<file path="config.mk">
export PLATFORM = sky130hd
export DESIGN_NAME = sbox_share_arb
export DESIGN_NICKNAME = d
export VERILOG_FILES = /design/src/rtl/sbox_share_arb.sv
export SDC_FILE = /design/constraint.sdc
export NUM_CORES = 1
export LEC_CHECK = 0
export ABC_AREA = 0
export CORE_AREA = 4 4 190 192
export DETAILED_ROUTE_END_ITERATION = 10
export DIE_AREA = 0 0 194 196
export PLACE_DENSITY = 0.67
export SYNTH_ARGS = -nofsm -noshare
export SYNTH_HDL_FRONTEND = slang
export SYNTH_SLANG_ARGS = --single-unit
export TNS_END_PERCENT = 5
</file>
<file path="constraint.sdc">
create_clock -name clk -period 12.3 [get_ports clk]
set_input_delay 2.46 -clock clk [delete_from_list [all_inputs] [get_ports clk]]
set_output_delay 2.46 -clock clk [all_outputs]
set_load 0.02 [all_outputs]
</file>
<file path="src/rtl/sbox_share_arb.sv">
// sbox_share_arb: time-shares one byte-wide S-box between the key-schedule
// requester (SubWord, 4 bytes) and the round datapath (SubBytes, 16 bytes).
// One job at a time, one byte per cycle, results reassembled in place.
// Optional macro SBOX_SHARE_INV_EN: when defined, sbox_inv follows the job's
// direction bit; otherwise sbox_inv is tied to 0 and *_inv inputs are ignored.
module sbox_share_arb #(
  parameter int unsigned SBOX_LAT = 1
) (
  input  logic         clk,
  input  logic         rst,
  input  logic         ks_valid,
  output logic         ks_ready,
  input  logic [31:0]  ks_word,
  input  logic         ks_inv,
  output logic         ks_done,
  output logic [31:0]  ks_result,
  input  logic         dp_valid,
  output logic         dp_ready,
  input  logic [127:0] dp_state,
  input  logic         dp_inv,
  output logic         dp_done,
  output logic [127:0] dp_result,
  output logic [7:0]   sbox_in,
  output logic         sbox_inv,
  input  logic [7:0]   sbox_out
);

  localparam int unsigned IDX_W    = 4;
  localparam int unsigned DATA_W   = 128;
  localparam int unsigned TAG_W    = IDX_W + 1;
  localparam int unsigned PIPE_D   = (SBOX_LAT == 0) ? 1 : SBOX_LAT;
  localparam int unsigned TAG_BITS = PIPE_D * TAG_W;
  // Tags that will still be in flight after the current cycle (all but the emerging one).
  localparam logic [PIPE_D-1:0] PEND_MASK = {PIPE_D{1'b1}} >> 1;

  localparam logic [1:0] IDLE  = 2'd0;
  localparam logic [1:0] ISSUE = 2'd1;
  localparam logic [1:0] DRAIN = 2'd2;
  localparam logic [1:0] DONE  = 2'd3;

  logic [1:0]              state, state_nxt;
  logic [DATA_W-1:0]       job_data;
  logic [IDX_W-1:0]        job_last;
  logic                    job_dp;
  logic [IDX_W-1:0]        issue_idx;
  logic [PIPE_D-1:0][TAG_W-1:0] tag_q;
  logic [PIPE_D-1:0]       tag_v;
  logic [TAG_W-1:0]        cap_c;
  logic [IDX_W-1:0]        idx_inc_c;
  logic [7:0]              sbox_in_nxt_c;
  logic                    ks_acc_c, dp_acc_c, last_c, pending_c;

  // Handshake: key schedule wins ties; nothing is accepted during reset or mid-job.
  assign ks_ready  = (state == IDLE) & ~rst;
  assign dp_ready  = (state == IDLE) & ~rst & ~ks_valid;
  assign ks_acc_c  = ks_valid & ks_ready;
  assign dp_acc_c  = dp_valid & dp_ready;
  assign last_c    = (issue_idx == job_last);
  assign idx_inc_c = issue_idx + IDX_W'(1);
  assign pending_c = |(tag_v & PEND_MASK);

  for (genvar k = 0; k < PIPE_D; k++) begin : g_tag_v
    assign tag_v[k] = tag_q[k][IDX_W];
  end

  // Tag emerging alongside sbox_out; combinational S-box captures in the issue cycle.
  if (SBOX_LAT == 0) begin : g_cap_comb
    assign cap_c = {state == ISSUE, issue_idx};
  end else begin : g_cap_pipe
    assign cap_c = tag_q[PIPE_D-1];
  end

  // State register.
  always_ff @(posedge clk or posedge rst) begin
    if (rst) state <= IDLE;
    else     state <= state_nxt;
  end

  // Next-state and next issued byte.
  always_comb begin
    state_nxt     = state;
    sbox_in_nxt_c = 8'h00;
    case (state)
      IDLE: begin
        if (ks_acc_c) begin
          state_nxt     = ISSUE;
          sbox_in_nxt_c = ks_word[7:0];
        end else if (dp_acc_c) begin
          state_nxt     = ISSUE;
          sbox_in_nxt_c = dp_state[7:0];
        end
      end
      ISSUE: begin
        if (last_c) state_nxt = (SBOX_LAT == 0) ? DONE : DRAIN;
        else        sbox_in_nxt_c = job_data[{idx_inc_c, 3'b000} +: 8];
      end
      DRAIN: begin
        if (!pending_c) state_nxt = DONE;
      end
      default: state_nxt = IDLE;
    endcase
  end

  // Tag shift register tracking {valid, idx} through the S-box latency.
  always_ff @(posedge clk or posedge rst) begin
    if (rst) tag_q <= '0;
    else     tag_q <= TAG_BITS'({tag_q, state == ISSUE, issue_idx});
  end

  // Job buffer, issue counter, byte capture and completion pulses.
  always_ff @(posedge clk or posedge rst) begin
    if (rst) begin
      job_data  <= '0;
      job_last  <= '0;
      job_dp    <= 1'b0;
      issue_idx <= '0;
      sbox_in   <= 8'h00;
      ks_done   <= 1'b0;
      dp_done   <= 1'b0;
      ks_result <= '0;
      dp_result <= '0;
    end else begin
      sbox_in <= sbox_in_nxt_c;
      ks_done <= (state_nxt == DONE) & ~job_dp;
      dp_done <= (state_nxt == DONE) &  job_dp;
      if (ks_acc_c || dp_acc_c) begin
        job_data  <= ks_acc_c ? {96'b0, ks_word} : dp_state;
        job_last  <= ks_acc_c ? IDX_W'(3) : IDX_W'(15);
        job_dp    <= ~ks_acc_c;
        issue_idx <= '0;
      end else if (state == ISSUE && !last_c) begin
        issue_idx <= idx_inc_c;
      end
      if (cap_c[IDX_W]) begin
        if (job_dp) dp_result[{cap_c[IDX_W-1:0], 3'b000} +: 8] <= sbox_out;
        else        ks_result[{cap_c[1:0], 3'b000} +: 8]       <= sbox_out;
      end
    end
  end

`ifdef SBOX_SHARE_INV_EN
  logic job_inv, inv_nxt_c;

  // Direction follows the job from first issue through drain, 0 otherwise.
  always_comb begin
    inv_nxt_c = 1'b0;
    if (ks_acc_c)      inv_nxt_c = ks_inv;
    else if (dp_acc_c) inv_nxt_c = dp_inv;
    else if (state_nxt == ISSUE || state_nxt == DRAIN) inv_nxt_c = job_inv;
  end

  // Captured direction and registered sbox_inv.
  always_ff @(posedge clk or posedge rst) begin
    if (rst) begin
      job_inv  <= 1'b0;
      sbox_inv <= 1'b0;
    end else begin
      if (ks_acc_c)      job_inv <= ks_inv;
      else if (dp_acc_c) job_inv <= dp_inv;
      sbox_inv <= inv_nxt_c;
    end
  end
`else
  logic unused_inv;
  assign unused_inv = ks_inv ^ dp_inv;
  assign sbox_inv   = 1'b0;
`endif

endmodule
</file>
==> Yosys cells after proc, flatten, opt, wreduce, memory -nomap -nowiden <==
Index checks and enable logic that the tools add are counted.
{ "word_totals": {"regBits": 314, "out_inout_bits": 173} }
{ "classes": {"n_eq_ne": 4, "n_reduce_logical": 7, "muxes": 14, "n_shift": 5, "bitwise": 10, "add_sub_neg": 3} }
{ "op_table": {"columns": ["cell", "count"], "rows": [
  ["$bwmux 128", 1],
  ["$mux 128", 1],
  ["$shift 8x9->128 const A", 1],
  ["$shiftx 128x8->8", 1],
  ["$shiftx 8x9->128", 1],
  ["$bwmux 32", 1],
  ["$shift 8x7->32 const A", 1],
  ["$shiftx 8x7->32", 1],
  ["$mux 8", 3],
  ["$pmux 8 s2", 1],
  ["$mux 4", 3],
  ["$neg 7->9", 1],
  ["$neg 5->7", 1],
  ["$and 1x1->1", 6],
  ["$mux 2", 3],
  ["$pmux 2 s3", 1],
  ["$add 4x1->4 const B", 1],
  ["$eq 2x2->1 const B", 2],
  ["$eq 4x4->1", 1],
  ["$not 1->1", 4],
  ["$reduce_and 2->1", 2],
  ["$eq 2x1->1 const B", 1],
  ["$logic_not 2->1", 1],
  ["$reduce_bool 2->1", 1],
  ["other kinds (3)", 3]
]} }

==> Logic depth before layout (Yosys ltp) <==
Gate-level depths: netlist of run 1.
{ "depth": {"ltp_word": 9, "depth_mapped": 8} }

==> Worst setup path before layout of run 1 <==
OpenSTA, ideal clock, no wires.
{ "synth_path": {"path_type": "input to output", "from": "in rst", "to": "out ks_ready", "required_ns": 9.840, "path_slack_ns": 6.847, "n_path_buf": 0, "cell_stages": 1, "arrival_time_ns": 2.993, "path_cell_list": "nor3_1"} }
{ "synth_via": {"elab_chain_len": 2} }
{ "synth_rtl": {"columns": ["item", "line", "source"], "rows": [
  ["start, declared", "10", "input logic rst,"],
  ["$not 1->1", "54", "assign ks_ready = (state == IDLE) & ~rst;"],
  ["$and 1x1->1", "54", null],
  ["end, declared", "12", "output logic ks_ready,"]
]} }
No other way between the ends.

==> Worst setup path after layout of run 1 <==
Ends and elaborated chain as after synthesis.

==> impl_metrics.ini, run 1 <==
[yosys]
yosysTopAreaCell = dfrtp_1
syn_area_per_cell_sq_um = 11.5
ys_ff_latch = 311
yosys_most_used_dff = dfrtp_1
yosys.area.top_type_share_pct = 56.9
async_flop_share_pct = 100
syn_nets = 1366
synth.distinct_cells = 57
synth_warnings = 0
synth-edff-count = 0
synth_area_sq_um = 13700
synthTopCellsByArea = dfrtp_1, mux2_2, nand2_1, mux4_2, nand3_1
synthCells = 1186
synth_seq_area_share_pct = 56.9

[finish]
final_cell_mix = clkdlybuf4s50_1, dfrtp_1, nand2_1, mux2_2, nand3_1
fin_nets = 1682
area_delta_synth_final_pct = 35.8
diodes = 0
fin_cells = 1981
drive_gt1_share_pct = 16.1
design_area_sq_um = 18600
post-route-util_pct = 54.1
final_common_cell = clkdlybuf4s50_1

[floorplanning]
dieArea_sq_um = 38000
fp.dieH_um = 196
initial_core_util_pct = 39.8
io_pins = 347
fp.coreArea_sq_um = 34400
fp.dieW_um = 194
rows = 68

[timing]
skew_ps = 14.6
post-route-min-period_ps = 6640
tightest_slew_ps = 1090
fmax_mhz = 151
hold_ws_ps = 477
max_slew_margin_pct = 27.5
setup_violations = 0
fin_crit_sh_pct = 53.9
worst_slack_ps = 5660
tns_ps = 0
finalMaxSlewViolations = 0
hold_viol = 0
rsz0062_at_grt = false

[drt]
via_count = 10200
drt_iter0_drc = 578
routed_wl_mm = 39.6
vias_per_cell = 5.16
ant_nets = 0
dr.pass1.iters = 5
wl_per_cell_um = 20.0
drc = 0

[critical_path]
start_kind = input port
cp_slowest_cell = clkdlybuf4s50_1
crit_chain = clkdlybuf4s50_1 > nor3_1 > clkdlybuf4s50_1
reg2reg_depth = 7
crit_path_frequent_cell = clkdlybuf4s50_1
cp_slowest_stage_delay_ps = 710
critPathMaxFanout = 3
r2r_start = cap_c[0]
critPathLaunch = rst
critPathArrivalTime_ps = 4180
endpoint_kind = primary output
r2r_slack_ps = 9140
r2r_end = dp_result[88]
crit_required_ps = 9840
path_class = in -> out

[placed_design]
numPortBuffers = 343
hpwl_mm = 27.9
place_area_sq_um = 17400
post-place-ws_ps = 5670
finalWeightedCongestion = 0.804
dp.cells = 1919

[global_routing]
grt.overflow.total = 0
grt_pass1_wl_mm = 61.6
grt_max_degree = 179
grt_pass1_vias = 10600
grt_use_total_pct = 20.3
antenna_found_initial = 0

[clock_network]
cts.sinks = 311
ctsResizeCount = 0
htree_levels = 2
cts_root_buffer = clkbuf_16
cts_tree = yes
cts_buffer_depth = 3
path_clk_slew_ps = 60
cts_buffers = 36
clkLatencyLatePin_ps = 510
post_cts_buffers = 0
cts_hold_buf = 0

[job]
maxCapViolCount = 0

[hold_path]
hp-start = job_data[4]
hold_path.class = reg -> reg
hold_path_end = job_data[4]
hold_path_depth = 2

[pwr]
p_leak_nw = 8.58
power-per-cell-area_nw_per_um2 = 249
totalPowerFinal_mw = 4.63
ir_drop_v = 0.000105

[status]
status = completed
[flip-flops by register name, summed over array words and instances, names as in the netlist]
register and flops:
dp_result 128, job_data 128, ks_result 32, sbox_in 8, cap_c 5, issue_idx 4
job_last 2, state 2, dp_done 1, ks_done 1
[power breakdown]
group	leakage, nW	internal, mW	switching, mW	total (mW)
Sequential	4.10	1.42	0.250	1.67
Combinational	3.93	0.897	1.04	1.93
Clock	0.550	0.619	0.412	1.03
Total	8.58	2.94	1.70	4.63
[Yosys cell counts, types with 2 or more instances]
| cell | instances |
|---|---|
| or2_2 | 3 |
| mux4_2 | 26 |
| o31ai_1 | 22 |
| nor3_1 | 6 |
| o21ai_0 | 13 |
| o221ai_1 | 8 |
| nand2_2 | 2 |
| nand2b_1 | 5 |
| buf_1 | 6 |
| a22o_1 | 10 |
| dfrtp_1 | 311 |
| mux4_1 | 6 |
| nand3_1 | 100 |
| xor2_1 | 3 |
| buf_4 | 3 |
| ha_1 | 6 |
| and3_1 | 10 |
| mux2_2 | 104 |
| clkbuf_1 | 40 |
| nor3_2 | 2 |
| buf_2 | 17 |
| buf_6 | 2 |
| mux2_1 | 6 |
| a22oi_1 | 8 |
| o21ai_2 | 4 |
| a31oi_1 | 24 |
| nand2_1 | 311 |
| mux2_4 | 16 |
| a21oi_4 | 2 |
| nor2b_1 | 9 |
| inv_1 | 5 |
| nor2_4 | 10 |
| mux2i_1 | 9 |
| and2_1 | 10 |
| nor2_1 | 45 |
[worst max path at each step]
| stage | to | slack, ps |
|---|---|---|
| 2_1_floorplan | cap_c[0] | 1240 |
| 3_3_place_gp | dp_ready | 5690 |
| 3_5_place_dp | ks_ready | 5670 |
| 4_1_cts | dp_ready | 5670 |
| 5_1_grt | ks_ready | 5600 |
| 6_report | ks_ready | 5660 |
[cells by family (layout without fill, tap and decap cells)]
kind of cell / after synthesis / in the layout / share of synthesized area, %
AND/OR/NAND/NOR: 523 / 523 / 17.2
XOR/XNOR: 6 / 6 / 0.494
multiplexers: 167 / 167 / 16.9
AO/OA/AOI/OAI: 97 / 97 / 5.39
buffers and inverters: 75 / 415 / 2.55
adder cells (fa/ha/maj): 6 / 6 / 0.549
other: 1 / 1 / 0.0274
flip-flops: 311 / 311 / 56.9
[critical path: cells and delay by family]
family	cells	cell delay, ps
buffers and inverters	2	1250
AND/OR/NAND/NOR	1	470
[layer usage]
layer	GRT usage [%]	up-vias	wire length, um
li1	-	4746	-
met1	26.5	5040	16600
met2	33.3	386	18800
met3	5.74	55	3280
met4	5.73	0	1030
met5	0	-	0
[cell type report]
class | count | area (sq um)
well taps | 455 | 569
multi-input cells | 800 | 5580
clock buffers | 51 | 1020
repair buffers | 348 | 3480
clock inverters | 11 | 120
inverters | 5 | 26.3
fillers | 3004 | 15800
flip-flops and latches | 311 | 7780
Power figures use the tool's default switching activity.
==> run 2, diff against run 1 <==
==> constraint.sdc (replaced) <==
create_clock -name clk -period 6.6 [get_ports clk]
set_input_delay 1.32 -clock clk [delete_from_list [all_inputs] [get_ports clk]]
set_output_delay 1.32 -clock clk [all_outputs]
set_load 0.02 [all_outputs]
==> impl_metrics.ini, run 2 (synthesized netlist as in run 1, its figures left out) <==
[finish]
diodes = 0
multi_input_area_sq_um = 5580
fin_nets = 1685
post-route-util_pct = 54.4
nFillCells = 2998
area_delta_synth_final_pct = 36.7
drive_gt1_share_pct = 16.6
final_common_cell = clkdlybuf4s50_1
reg_top3 = dp_result: 128 flops, job_data: 128 flops, ks_result: 32 flops
final_cell_mix = clkdlybuf4s50_1, dfrtp_1, nand2_1, mux2_2, nand3_1
ff_latch_area_sq_um = 7780

[pwr]
p_leak_nw = 8.65
power-per-cell-area_nw_per_um2 = 468
totalPowerFinal_mw = 8.76
ir_drop_v = 0.000251

[timing]
finalMaxSlewViolations = 0
tightest_slew_ps = 1080
fin_crit_sh_pct = 64.6
hold_ws_ps = 476
max_slew_margin_pct = 28.3
hold_viol = 0
post-route-min-period_ps = 4270
skew_ps = 12.9
tns_ps = 0
fmax_mhz = 234
setup_violations = 0
rsz0062_at_grt = false

[critical_path]
r2r_slack_ps = 3440
cp_slowest_cell = clkdlybuf4s50_1
r2r_end = dp_result[94]
critPathMaxFanout = 3
endpoint_kind = primary output
crit_chain = clkdlybuf4s50_1 > nor4_2 > clkdlybuf4s50_1
crit_buf_inv = 2
crit_required_ps = 5280
critPathLaunch = rst
critPathArrivalTime_ps = 2950
start_kind = input port
cp_slowest_stage_delay_ps = 690
crit_path_frequent_cell = clkdlybuf4s50_1
path_class = in -> out
reg2reg_depth = 7
r2r_start = cap_c[0]
cp_top_family = buffers and inverters

[clock_network]
cts_root_buffer = clkbuf_16
path_clk_slew_ps = 50
cts_buffer_depth = 3
cts_tree = yes
cts.sinks = 311
htree_levels = 2
cts_hold_buf = 0
ctsResizeCount = 0
post_cts_buffers = 0
clkLatencyLatePin_ps = 520
cts_buffers = 36

[floorplanning]
fp.dieH_um = 196
dieArea_sq_um = 38000
io_pins = 347
rows = 68
initial_core_util_pct = 39.8
fp.dieW_um = 194
fp.coreArea_sq_um = 34400

[global_routing]
grt_max_degree = 141
grt.overflow.total = 0
grt_pass1_wl_mm = 61.7
grt_pass1_vias = 10600
grt_use_total_pct = 20.3
antenna_found_initial = 1

[drt]
via_count = 10300
routed_wl_mm = 39.8
dr.pass1.iters = 4
drc = 0
vias_per_cell = 5.18
drt_iter0_drc = 563
wl_per_cell_um = 20.0
ant_nets = 0

[placed_design]
hpwl_mm = 28.1
finalWeightedCongestion = 0.829
numPortBuffers = 343

[status]
status = completed

[hold_path]
hold_path_end = ks_result[31]
hp-start = ks_result[31]
hold_path.class = reg -> reg
hold_path_depth = 2

[job]
maxCapViolCount = 0
[run 2: changes by cell type in the layout (fill, tap and decap cells not counted)]
cell,previous run,this run
clkbuf_8,4,12
clkbuf_1,10,7
inv_8,1,0
buf_4,4,6
buf_12,1,2
[run 2: how the worst max path moves through the flow]
stage               depth (start not counted)        to
detailed placement                          3  dp_ready
global route                                3  ks_ready
finish                                      3  dp_ready
global placement                            3  dp_ready
CTS                                         3  dp_ready
floorplan                                   1  cap_c[0]
[run 2: area by class of cell]
| type | count | area share (%) |
|---|---|---|
| clock inverter | 10 | 0.602 |
| timing repair buffer | 351 | 18.8 |
| clock buffer | 56 | 5.97 |
| multi-input combinational | 800 | 29.8 |
| tap | 455 | 3.04 |
| sequential | 311 | 41.6 |
| inverter | 5 | 0.120 |
[run 2: per-layer routing]
| metal | GRT usage (%) | wire, um | vias to the layer above |
|---|---|---|---|
| li1 | - | - | 4746 |
| met3 | 5.27 | 3220 | 49 |
| met1 | 26.6 | 16500 | 5125 |
| met5 | 0 | 13 | - |
| met4 | 4.19 | 695 | 2 |
| met2 | 34.6 | 19300 | 370 |
[run 2: report_power, final]
part           internal (mW)  switching [mW]
sequential              2.65           0.467
clock                   1.25           0.783
combinational           1.68            1.94
[run 2: worst reg2reg max path, cell delays in order (launching register included)]
cell      delay, ps
dfrtp_1         690
inv_1           190
ha_1            470
or2_2           390
o21ai_2         240
a21oi_4         150
nand2b_1        480
mux2_4          420
[run 2: stage by stage]
stage	cell area, sq um	cells	setup WS [ps]
after floorplan	13700	1186	1140
after global placement	17500	1922	2340
after detailed placement	17500	1922	2320
after CTS	18700	1988	2310
after global routing	18700	1988	2220
final	18700	1988	2330
